===== src/rtl/csi_uport_pkg.sv =====
`default_nettype none
// ============================================================================
//  Module      : csi_uport_pkg
//  Description : Shared register map, response codes and FSM state types for
//                the CSI micro-port AXI4-Lite responder.
//  Revision    : 1.0 - initial release
// ============================================================================
package csi_uport_pkg;

  // Identification word returned from the ID register by default
  localparam logic [31:0] c_ID_VALUE_DEFAULT = 32'h4353_4955;

  // Byte offsets of the register map
  localparam logic [7:0] c_OFF_ID       = 8'h00;
  localparam logic [7:0] c_OFF_CTRL     = 8'h04;
  localparam logic [7:0] c_OFF_STATUS   = 8'h08;
  localparam logic [7:0] c_OFF_SCRATCH  = 8'h0C;
  localparam logic [7:0] c_OFF_WR_COUNT = 8'h10;
  localparam logic [7:0] c_OFF_RD_COUNT = 8'h14;

  // Word indices as seen by the decoder (addr[7:2])
  localparam logic [5:0] c_IDX_ID       = c_OFF_ID[7:2];
  localparam logic [5:0] c_IDX_CTRL     = c_OFF_CTRL[7:2];
  localparam logic [5:0] c_IDX_STATUS   = c_OFF_STATUS[7:2];
  localparam logic [5:0] c_IDX_SCRATCH  = c_OFF_SCRATCH[7:2];
  localparam logic [5:0] c_IDX_WR_COUNT = c_OFF_WR_COUNT[7:2];
  localparam logic [5:0] c_IDX_RD_COUNT = c_OFF_RD_COUNT[7:2];

  // AXI response encodings
  localparam logic [1:0] c_RESP_OKAY   = 2'b00;
  localparam logic [1:0] c_RESP_SLVERR = 2'b10;

  // Write and read channel state machines
  typedef enum logic [0:0] {
    W_IDLE = 1'b0,
    W_RESP = 1'b1
  } w_state_t;

  typedef enum logic [0:0] {
    R_IDLE = 1'b0,
    R_DATA = 1'b1
  } r_state_t;

  // True for offsets that accept writes
  function automatic logic is_rw_index(input logic [5:0] idx);
    return (idx == c_IDX_CTRL) || (idx == c_IDX_SCRATCH);
  endfunction

endpackage
`default_nettype wire


===== src/rtl/csi_uport_strb_merge.sv =====
`default_nettype none
// ============================================================================
//  Module      : csi_uport_strb_merge
//  Description : Byte-lane merge of a new word into an old word under a
//                4-bit write strobe.
//  Revision    : 1.0 - initial release
// ============================================================================
module csi_uport_strb_merge
  import csi_uport_pkg::*;
(
  input  logic [31:0] i_old_word,
  input  logic [31:0] i_new_word,
  input  logic [3:0]  i_strb,
  output logic [31:0] o_merged_word
);

  // Each lane takes the new byte when its strobe bit is set
  for (genvar g = 0; g < 4; g++) begin : g_lane
    assign o_merged_word[8*g +: 8] = i_strb[g] ? i_new_word[8*g +: 8]
                                               : i_old_word[8*g +: 8];
  end

endmodule
`default_nettype wire


===== src/rtl/csi_uport_axil_responder.sv =====
`default_nettype none
// ============================================================================
//  Module      : csi_uport_axil_responder
//  Description : AXI4-Lite slave exposing ID, CTRL, STATUS, SCRATCH and
//                transaction counters. Independent read and write paths,
//                one outstanding transaction per direction.
//  Revision    : 1.0 - initial release
// ============================================================================
module csi_uport_axil_responder
  import csi_uport_pkg::*;
#(
  parameter int          ADDR_WIDTH = 32,
  parameter logic [31:0] ID_VALUE   = c_ID_VALUE_DEFAULT
) (
  input  logic                  ACLK_UPORT,
  input  logic                  ARESETN_UPORT,
  // write address
  input  logic [ADDR_WIDTH-1:0] s_axil_awaddr,
  input  logic [2:0]            s_axil_awprot,
  input  logic                  s_axil_awvalid,
  output logic                  s_axil_awready,
  // write data
  input  logic [31:0]           s_axil_wdata,
  input  logic [3:0]            s_axil_wstrb,
  input  logic                  s_axil_wvalid,
  output logic                  s_axil_wready,
  // write response
  output logic [1:0]            s_axil_bresp,
  output logic                  s_axil_bvalid,
  input  logic                  s_axil_bready,
  // read address
  input  logic [ADDR_WIDTH-1:0] s_axil_araddr,
  input  logic [2:0]            s_axil_arprot,
  input  logic                  s_axil_arvalid,
  output logic                  s_axil_arready,
  // read data
  output logic [31:0]           s_axil_rdata,
  output logic [1:0]            s_axil_rresp,
  output logic                  s_axil_rvalid,
  input  logic                  s_axil_rready,
  // register interface
  output logic [31:0]           ctrl_out,
  input  logic [31:0]           status_in
);

  // --------------------------------------------------------------------------
  // Declarations
  // --------------------------------------------------------------------------
  logic        r_live;

  w_state_t    r_wstate;
  w_state_t    w_wstate_next;
  logic        w_do_write;
  logic        r_aw_held;
  logic        r_w_held;
  logic [5:0]  r_aw_idx;
  logic [31:0] r_wdata;
  logic [3:0]  r_wstrb;
  logic [1:0]  r_bresp;
  logic        w_aw_hs;
  logic        w_w_hs;
  logic [31:0] w_merge_old;
  logic [31:0] w_merged;

  r_state_t    r_rstate;
  r_state_t    w_rstate_next;
  logic        w_ar_hs;
  logic [5:0]  w_ar_idx;
  logic [31:0] w_rd_data;
  logic [1:0]  w_rd_resp;
  logic [31:0] r_rdata;
  logic [1:0]  r_rresp;

  logic [31:0] r_ctrl;
  logic [31:0] r_scratch;
  logic [31:0] r_wr_count;
  logic [31:0] r_rd_count;

  // Protection bits and address bits outside [7:2] carry no meaning here
  logic        w_unused;
  assign w_unused = ^{s_axil_awprot, s_axil_arprot, s_axil_awaddr, s_axil_araddr};

  // Keeps every ready low until the first clock edge after reset release
  always_ff @(posedge ACLK_UPORT or negedge ARESETN_UPORT) begin
    if (!ARESETN_UPORT) r_live <= 1'b0;
    else                r_live <= 1'b1;
  end

  // --------------------------------------------------------------------------
  // Write channel
  // --------------------------------------------------------------------------
  assign s_axil_awready = r_live && (r_wstate == W_IDLE) && !r_aw_held;
  assign s_axil_wready  = r_live && (r_wstate == W_IDLE) && !r_w_held;
  assign s_axil_bvalid  = (r_wstate == W_RESP);
  assign s_axil_bresp   = r_bresp;

  assign w_aw_hs = s_axil_awvalid && s_axil_awready;
  assign w_w_hs  = s_axil_wvalid  && s_axil_wready;

  // Write state register
  always_ff @(posedge ACLK_UPORT or negedge ARESETN_UPORT) begin
    if (!ARESETN_UPORT) r_wstate <= W_IDLE;
    else                r_wstate <= w_wstate_next;
  end

  // Write next-state: commit once both halves are held, then wait for bready
  always_comb begin
    w_wstate_next = r_wstate;
    w_do_write    = 1'b0;
    case (r_wstate)
      W_IDLE: begin
        if (r_aw_held && r_w_held) begin
          w_do_write    = 1'b1;
          w_wstate_next = W_RESP;
        end
      end
      W_RESP: begin
        if (s_axil_bready) w_wstate_next = W_IDLE;
      end
      default: w_wstate_next = W_IDLE;
    endcase
  end

  // Capture AW and W independently; both flags drop on the commit edge
  always_ff @(posedge ACLK_UPORT or negedge ARESETN_UPORT) begin
    if (!ARESETN_UPORT) begin
      r_aw_held <= 1'b0;
      r_w_held  <= 1'b0;
      r_aw_idx  <= '0;
      r_wdata   <= '0;
      r_wstrb   <= '0;
    end else begin
      if (w_do_write) begin
        r_aw_held <= 1'b0;
        r_w_held  <= 1'b0;
      end
      if (w_aw_hs) begin
        r_aw_held <= 1'b1;
        r_aw_idx  <= s_axil_awaddr[7:2];
      end
      if (w_w_hs) begin
        r_w_held <= 1'b1;
        r_wdata  <= s_axil_wdata;
        r_wstrb  <= s_axil_wstrb;
      end
    end
  end

  // Only CTRL and SCRATCH are writable, so the merge base is one of the two
  assign w_merge_old = (r_aw_idx == c_IDX_CTRL) ? r_ctrl : r_scratch;

  csi_uport_strb_merge u_strb_merge (
    .i_old_word    (w_merge_old),
    .i_new_word    (r_wdata),
    .i_strb        (r_wstrb),
    .o_merged_word (w_merged)
  );

  // Register update, response code and write counter on the commit edge
  always_ff @(posedge ACLK_UPORT or negedge ARESETN_UPORT) begin
    if (!ARESETN_UPORT) begin
      r_ctrl     <= '0;
      r_scratch  <= '0;
      r_wr_count <= '0;
      r_bresp    <= c_RESP_OKAY;
    end else if (w_do_write) begin
      r_wr_count <= r_wr_count + 32'd1;
      r_bresp    <= is_rw_index(r_aw_idx) ? c_RESP_OKAY : c_RESP_SLVERR;
      if (r_aw_idx == c_IDX_CTRL)    r_ctrl    <= w_merged;
      if (r_aw_idx == c_IDX_SCRATCH) r_scratch <= w_merged;
    end
  end

  assign ctrl_out = r_ctrl;

  // --------------------------------------------------------------------------
  // Read channel
  // --------------------------------------------------------------------------
  assign s_axil_arready = r_live && (r_rstate == R_IDLE);
  assign s_axil_rvalid  = (r_rstate == R_DATA);
  assign s_axil_rdata   = r_rdata;
  assign s_axil_rresp   = r_rresp;

  assign w_ar_hs  = s_axil_arvalid && s_axil_arready;
  assign w_ar_idx = s_axil_araddr[7:2];

  // Read state register
  always_ff @(posedge ACLK_UPORT or negedge ARESETN_UPORT) begin
    if (!ARESETN_UPORT) r_rstate <= R_IDLE;
    else                r_rstate <= w_rstate_next;
  end

  // Read next-state: data phase after the AR handshake until rready
  always_comb begin
    w_rstate_next = r_rstate;
    case (r_rstate)
      R_IDLE: if (w_ar_hs)       w_rstate_next = R_DATA;
      R_DATA: if (s_axil_rready) w_rstate_next = R_IDLE;
      default: w_rstate_next = R_IDLE;
    endcase
  end

  // Read decode; register values are pre-update on a coincident write edge
  always_comb begin
    w_rd_data = '0;
    w_rd_resp = c_RESP_OKAY;
    case (w_ar_idx)
      c_IDX_ID:       w_rd_data = ID_VALUE;
      c_IDX_CTRL:     w_rd_data = r_ctrl;
      c_IDX_STATUS:   w_rd_data = status_in;
      c_IDX_SCRATCH:  w_rd_data = r_scratch;
      c_IDX_WR_COUNT: w_rd_data = r_wr_count;
      c_IDX_RD_COUNT: w_rd_data = r_rd_count;
      default:        w_rd_resp = c_RESP_SLVERR;
    endcase
  end

  // Register read payload and count the AR handshake
  always_ff @(posedge ACLK_UPORT or negedge ARESETN_UPORT) begin
    if (!ARESETN_UPORT) begin
      r_rdata    <= '0;
      r_rresp    <= c_RESP_OKAY;
      r_rd_count <= '0;
    end else if (w_ar_hs) begin
      r_rdata    <= w_rd_data;
      r_rresp    <= w_rd_resp;
      r_rd_count <= r_rd_count + 32'd1;
    end
  end

endmodule
`default_nettype wire

===== config.mk =====
export PLATFORM = sky130hd
export DESIGN_NAME = csi_uport_axil_responder
export DESIGN_NICKNAME = d
export VERILOG_FILES = /design/src/rtl/csi_uport_pkg.sv /design/src/rtl/csi_uport_strb_merge.sv /design/src/rtl/csi_uport_axil_responder.sv
export SDC_FILE = /design/constraint.sdc
export NUM_CORES = 1
export LEC_CHECK = 0
export CORE_ASPECT_RATIO = 0.5
export CORE_MARGIN = 5
export CORE_UTILIZATION = 45
export CTS_CLUSTER_SIZE = 12
export DETAILED_ROUTE_END_ITERATION = 12
export PLACE_DENSITY = 0.81
export REMOVE_ABC_BUFFERS = 1
export SYNTH_ARGS = -nofsm -noshare
export SYNTH_HDL_FRONTEND = slang
export SYNTH_SLANG_ARGS = --single-unit

===== constraint.sdc =====
create_clock -name ACLK_UPORT -period 2.65 [get_ports ACLK_UPORT]
set_input_delay 0.53 -clock ACLK_UPORT [delete_from_list [all_inputs] [get_ports ACLK_UPORT]]
set_output_delay 0.53 -clock ACLK_UPORT [all_outputs]
set_load 0.02 [all_outputs]

==> results.json <==
{
  "die_w_um": 218,
  "p_leak_nw": 5.46,
  "overflow": 0,
  "skew_ns": 0.0132,
  "hold_violations": 0,
  "grt_first_pass_wirelength_mm": 40.8,
  "grt_start_max_net_pins": 76,
  "grtUsageTotal_pct": 20.5,
  "ant_nets": 0,
  "wire_per_inst_um": 20.4,
  "yosysUniqueCellTypes": 44,
  "vias": 6997,
  "diodes": 0,
  "critPathMaxStageDelay_ns": 0.63,
  "worstPathRequired_ns": 2.12,
  "critPathKind": "reg2out",
  "worstMarginPinSlew_ns": 0.622,
  "final.setup.tns_ns": 0,
  "power_density_nw_per_um2": 773,
  "postCtsSetupBuffers": 0,
  "slew_headroom_pct": 58.6,
  "cp_data_arrival_time_ns": 1.81,
  "gp_congestion": 0.893,
  "r2r_slack_ns": 0.59,
  "cts_tree": "built",
  "post-route-util_pct": 58.8,
  "drive_gt1_share_pct": 20.6,
  "grt_antenna_before_repair": 0,
  "period_minus_slack_ns": 2.34,
  "startpoint": "s_axil_bvalid",
  "layout.nets": 1117,
  "die_h_um": 114,
  "portBuffers": 157,
  "irDropWorstVdd_mv": 0.426,
  "setup_viol": 0,
  "hold_path_class": "in2async",
  "yosys_most_used_dff": "dfrtp_1",
  "crit_path_end_kind": "output pin",
  "dpl-instance-area_um2": 11700,
  "drc": 0,
  "num-fill-cells": 1664,
  "floorplan.rows": 37,
  "cp_slowest_cell": "clkdlybuf4s50_1",
  "start_kind": "register",
  "clock_latency_ns": 0.49,
  "synth_area_um2": 9690,
  "maxCapViolations": 0,
  "cts_resized": 0,
  "dp.cells": 1220,
  "cts-root-buf": "clkbuf_16",
  "drt_iter0_drc": 534,
  "finalCritPeriodShare_pct": 88.3,
  "fmax_ghz": 0.427,
  "worstPathMaxFanout": 4,
  "path_clk_slew_ns": 0.06,
  "syn_avg_cell_area_um2": 12.1,
  "ioPinCount": 218,
  "syn_inst": 801,
  "ys_ff_latch": 209,
  "fin_cells": 1246,
  "coreArea_um2": 20800,
  "rsz0062_at_grt": "no",
  "design_area_um2": 12300,
  "grt_pass1_vias": 7331,
  "ys.warnings.count": 0,
  "htreeDepth": 1,
  "cts.sinks": 209,
  "areaGrowthSynthToFinish_pct": 26.5,
  "clockBufferDepth": 3,
  "synth_edf_count": 0,
  "async_reset_ff_share_pct": 100,
  "viasPerCell": 5.62,
  "crit_chain": "inv_1 -> nand2_1 -> nor2_1 -> clkdlybuf4s50_1",
  "slew_violations": 0,
  "dp.final_hpwl_mm": 18.2,
  "start_util_pct": 46.5,
  "numCtsBuffers": 21,
  "cts_hold_buffers": 0,
  "dr.pass1.iters": 5,
  "rr_startpoint": "r_aw_idx[3]",
  "dieArea_um2": 24700,
  "outcome": "completed",
  "ys_seq_area_share_pct": 54.0,
  "finalWirelength_mm": 25.5
}
==> critical path: cells and delay by family, from the launching register on <==
family / cells / cell delay, ns
buffers and inverters: 2 / 0.73
and+or+nand+nor: 2 / 0.22
DFF: 1 / 0.39
==> sequential cells by signal (all words and copies together), names as in the netlist <==
signal and cells:
r_wdata 32, r_w_held 1, s_axil_rvalid 1, r_wstrb 4, r_live 1, s_axil_bvalid 1
s_axil_rresp 1, r_scratch 32, r_aw_held 1, r_wr_count 32, ctrl_out 32, s_axil_bresp 1
r_rd_count 32, r_aw_idx 6, s_axil_rdata 32
==> routing by layer <==
layer	GRT usage, %	vias to the layer above	part of all wire (%)
met5	0	-	0
met4	4.92	0	2.3
met3	2.92	45	5.1
met2	33.9	214	48
met1	29.1	3565	44
li1	-	3173	-
==> layout by cell type, fill, tap and decap left out, types with 12 or more instances in the layout <==
master / synthesis / layout
a21oi_1: 36 / 36
a221oi_1: 18 / 18
and3_1: 13 / 13
buf_4: 2 / 17
clkbuf_16: 0 / 21
clkdlybuf4s50_1: 0 / 155
dfrtp_1: 209 / 209
inv_1: 14 / 14
mux2_2: 100 / 100
mux2_4: 32 / 32
mux2i_1: 18 / 18
nand2_1: 45 / 45
nand2b_1: 14 / 14
nand3_1: 19 / 19
nand4_1: 16 / 16
nor2_1: 55 / 55
o21ai_0: 48 / 48
xnor2_1: 50 / 50
xor2_1: 12 / 12
==> layout make-up <==
class                           instances  area (um2)  share of cell area [%]
Clock buffer                           26         564                    4.60
Inverter                               14        52.6                   0.429
Multi-Input combinational cell        544        4250                    34.7
Sequential cell                       209        5230                    42.7
Tap cell                              273         342                    2.79
Timing Repair Buffer                  180        1820                    14.8
==> cells in the mapped netlist (12+ instances only) <==
cell type / count / area [um2]
dfrtp_1: 209 / 5230
mux2_2: 100 / 1130
nor2_1: 55 / 206
xnor2_1: 50 / 438
o21ai_0: 48 / 240
nand2_1: 45 / 169
a21oi_1: 36 / 180
mux2_4: 32 / 480
nand3_1: 19 / 95.1
a221oi_1: 18 / 158
clkbuf_1: 18 / 67.6
mux2i_1: 18 / 180
nand4_1: 16 / 100
inv_1: 14 / 52.6
nand2b_1: 14 / 87.6
and3_1: 13 / 81.3
xor2_1: 12 / 105
==> power by group <==
group / switching, mW / leakage, nW / internal, mW
sequential: 0.634 / 2.74 / 3.93
clock: 1.14 / 0.277 / 1.47
combinational: 1.02 / 2.44 / 1.28
total: 2.80 / 5.46 / 6.68
==> through the flow <==
stage / setup WS [ns] / power [mW] / hold slack [ns]
floorplan: -0.0246 / 5.77 / 0.234
global placement: 0.170 / 6.79 / 0.461
detailed placement: 0.155 / 6.91 / 0.465
CTS: 0.262 / 9.54 / 0.0897
global route: 0.167 / 9.95 / 0.109
finish: 0.309 / 9.48 / 0.0745
==> path summary, 6_finish.rpt <==
path                                  endpoint  depth (start not counted)
worst min register to register  r_wr_count[31]                          1
worst min-delay path              r_scratch[1]                          1
min in group ACLK_UPORT         r_wr_count[31]                          1
worst max register to register   r_scratch[24]                          5
worst max-delay path             s_axil_wready                          4
max in group asynchronous             r_w_held                          2
==> cell families after synthesis <==
kind of cell | after synthesis | synth area share, %
flip-flops | 209 | 54.0
AO/OA/AOI/OAI | 118 | 7.28
adder cells (fa/ha/maj) | 2 | 0.258
multiplexers | 152 | 18.7
AND/OR/NAND/NOR | 207 | 11.8
XOR/XNOR | 62 | 5.61
other | 2 | 0.0775
buffers and inverters | 49 | 2.27
Note: power is estimated with default switching activity, not from simulation.
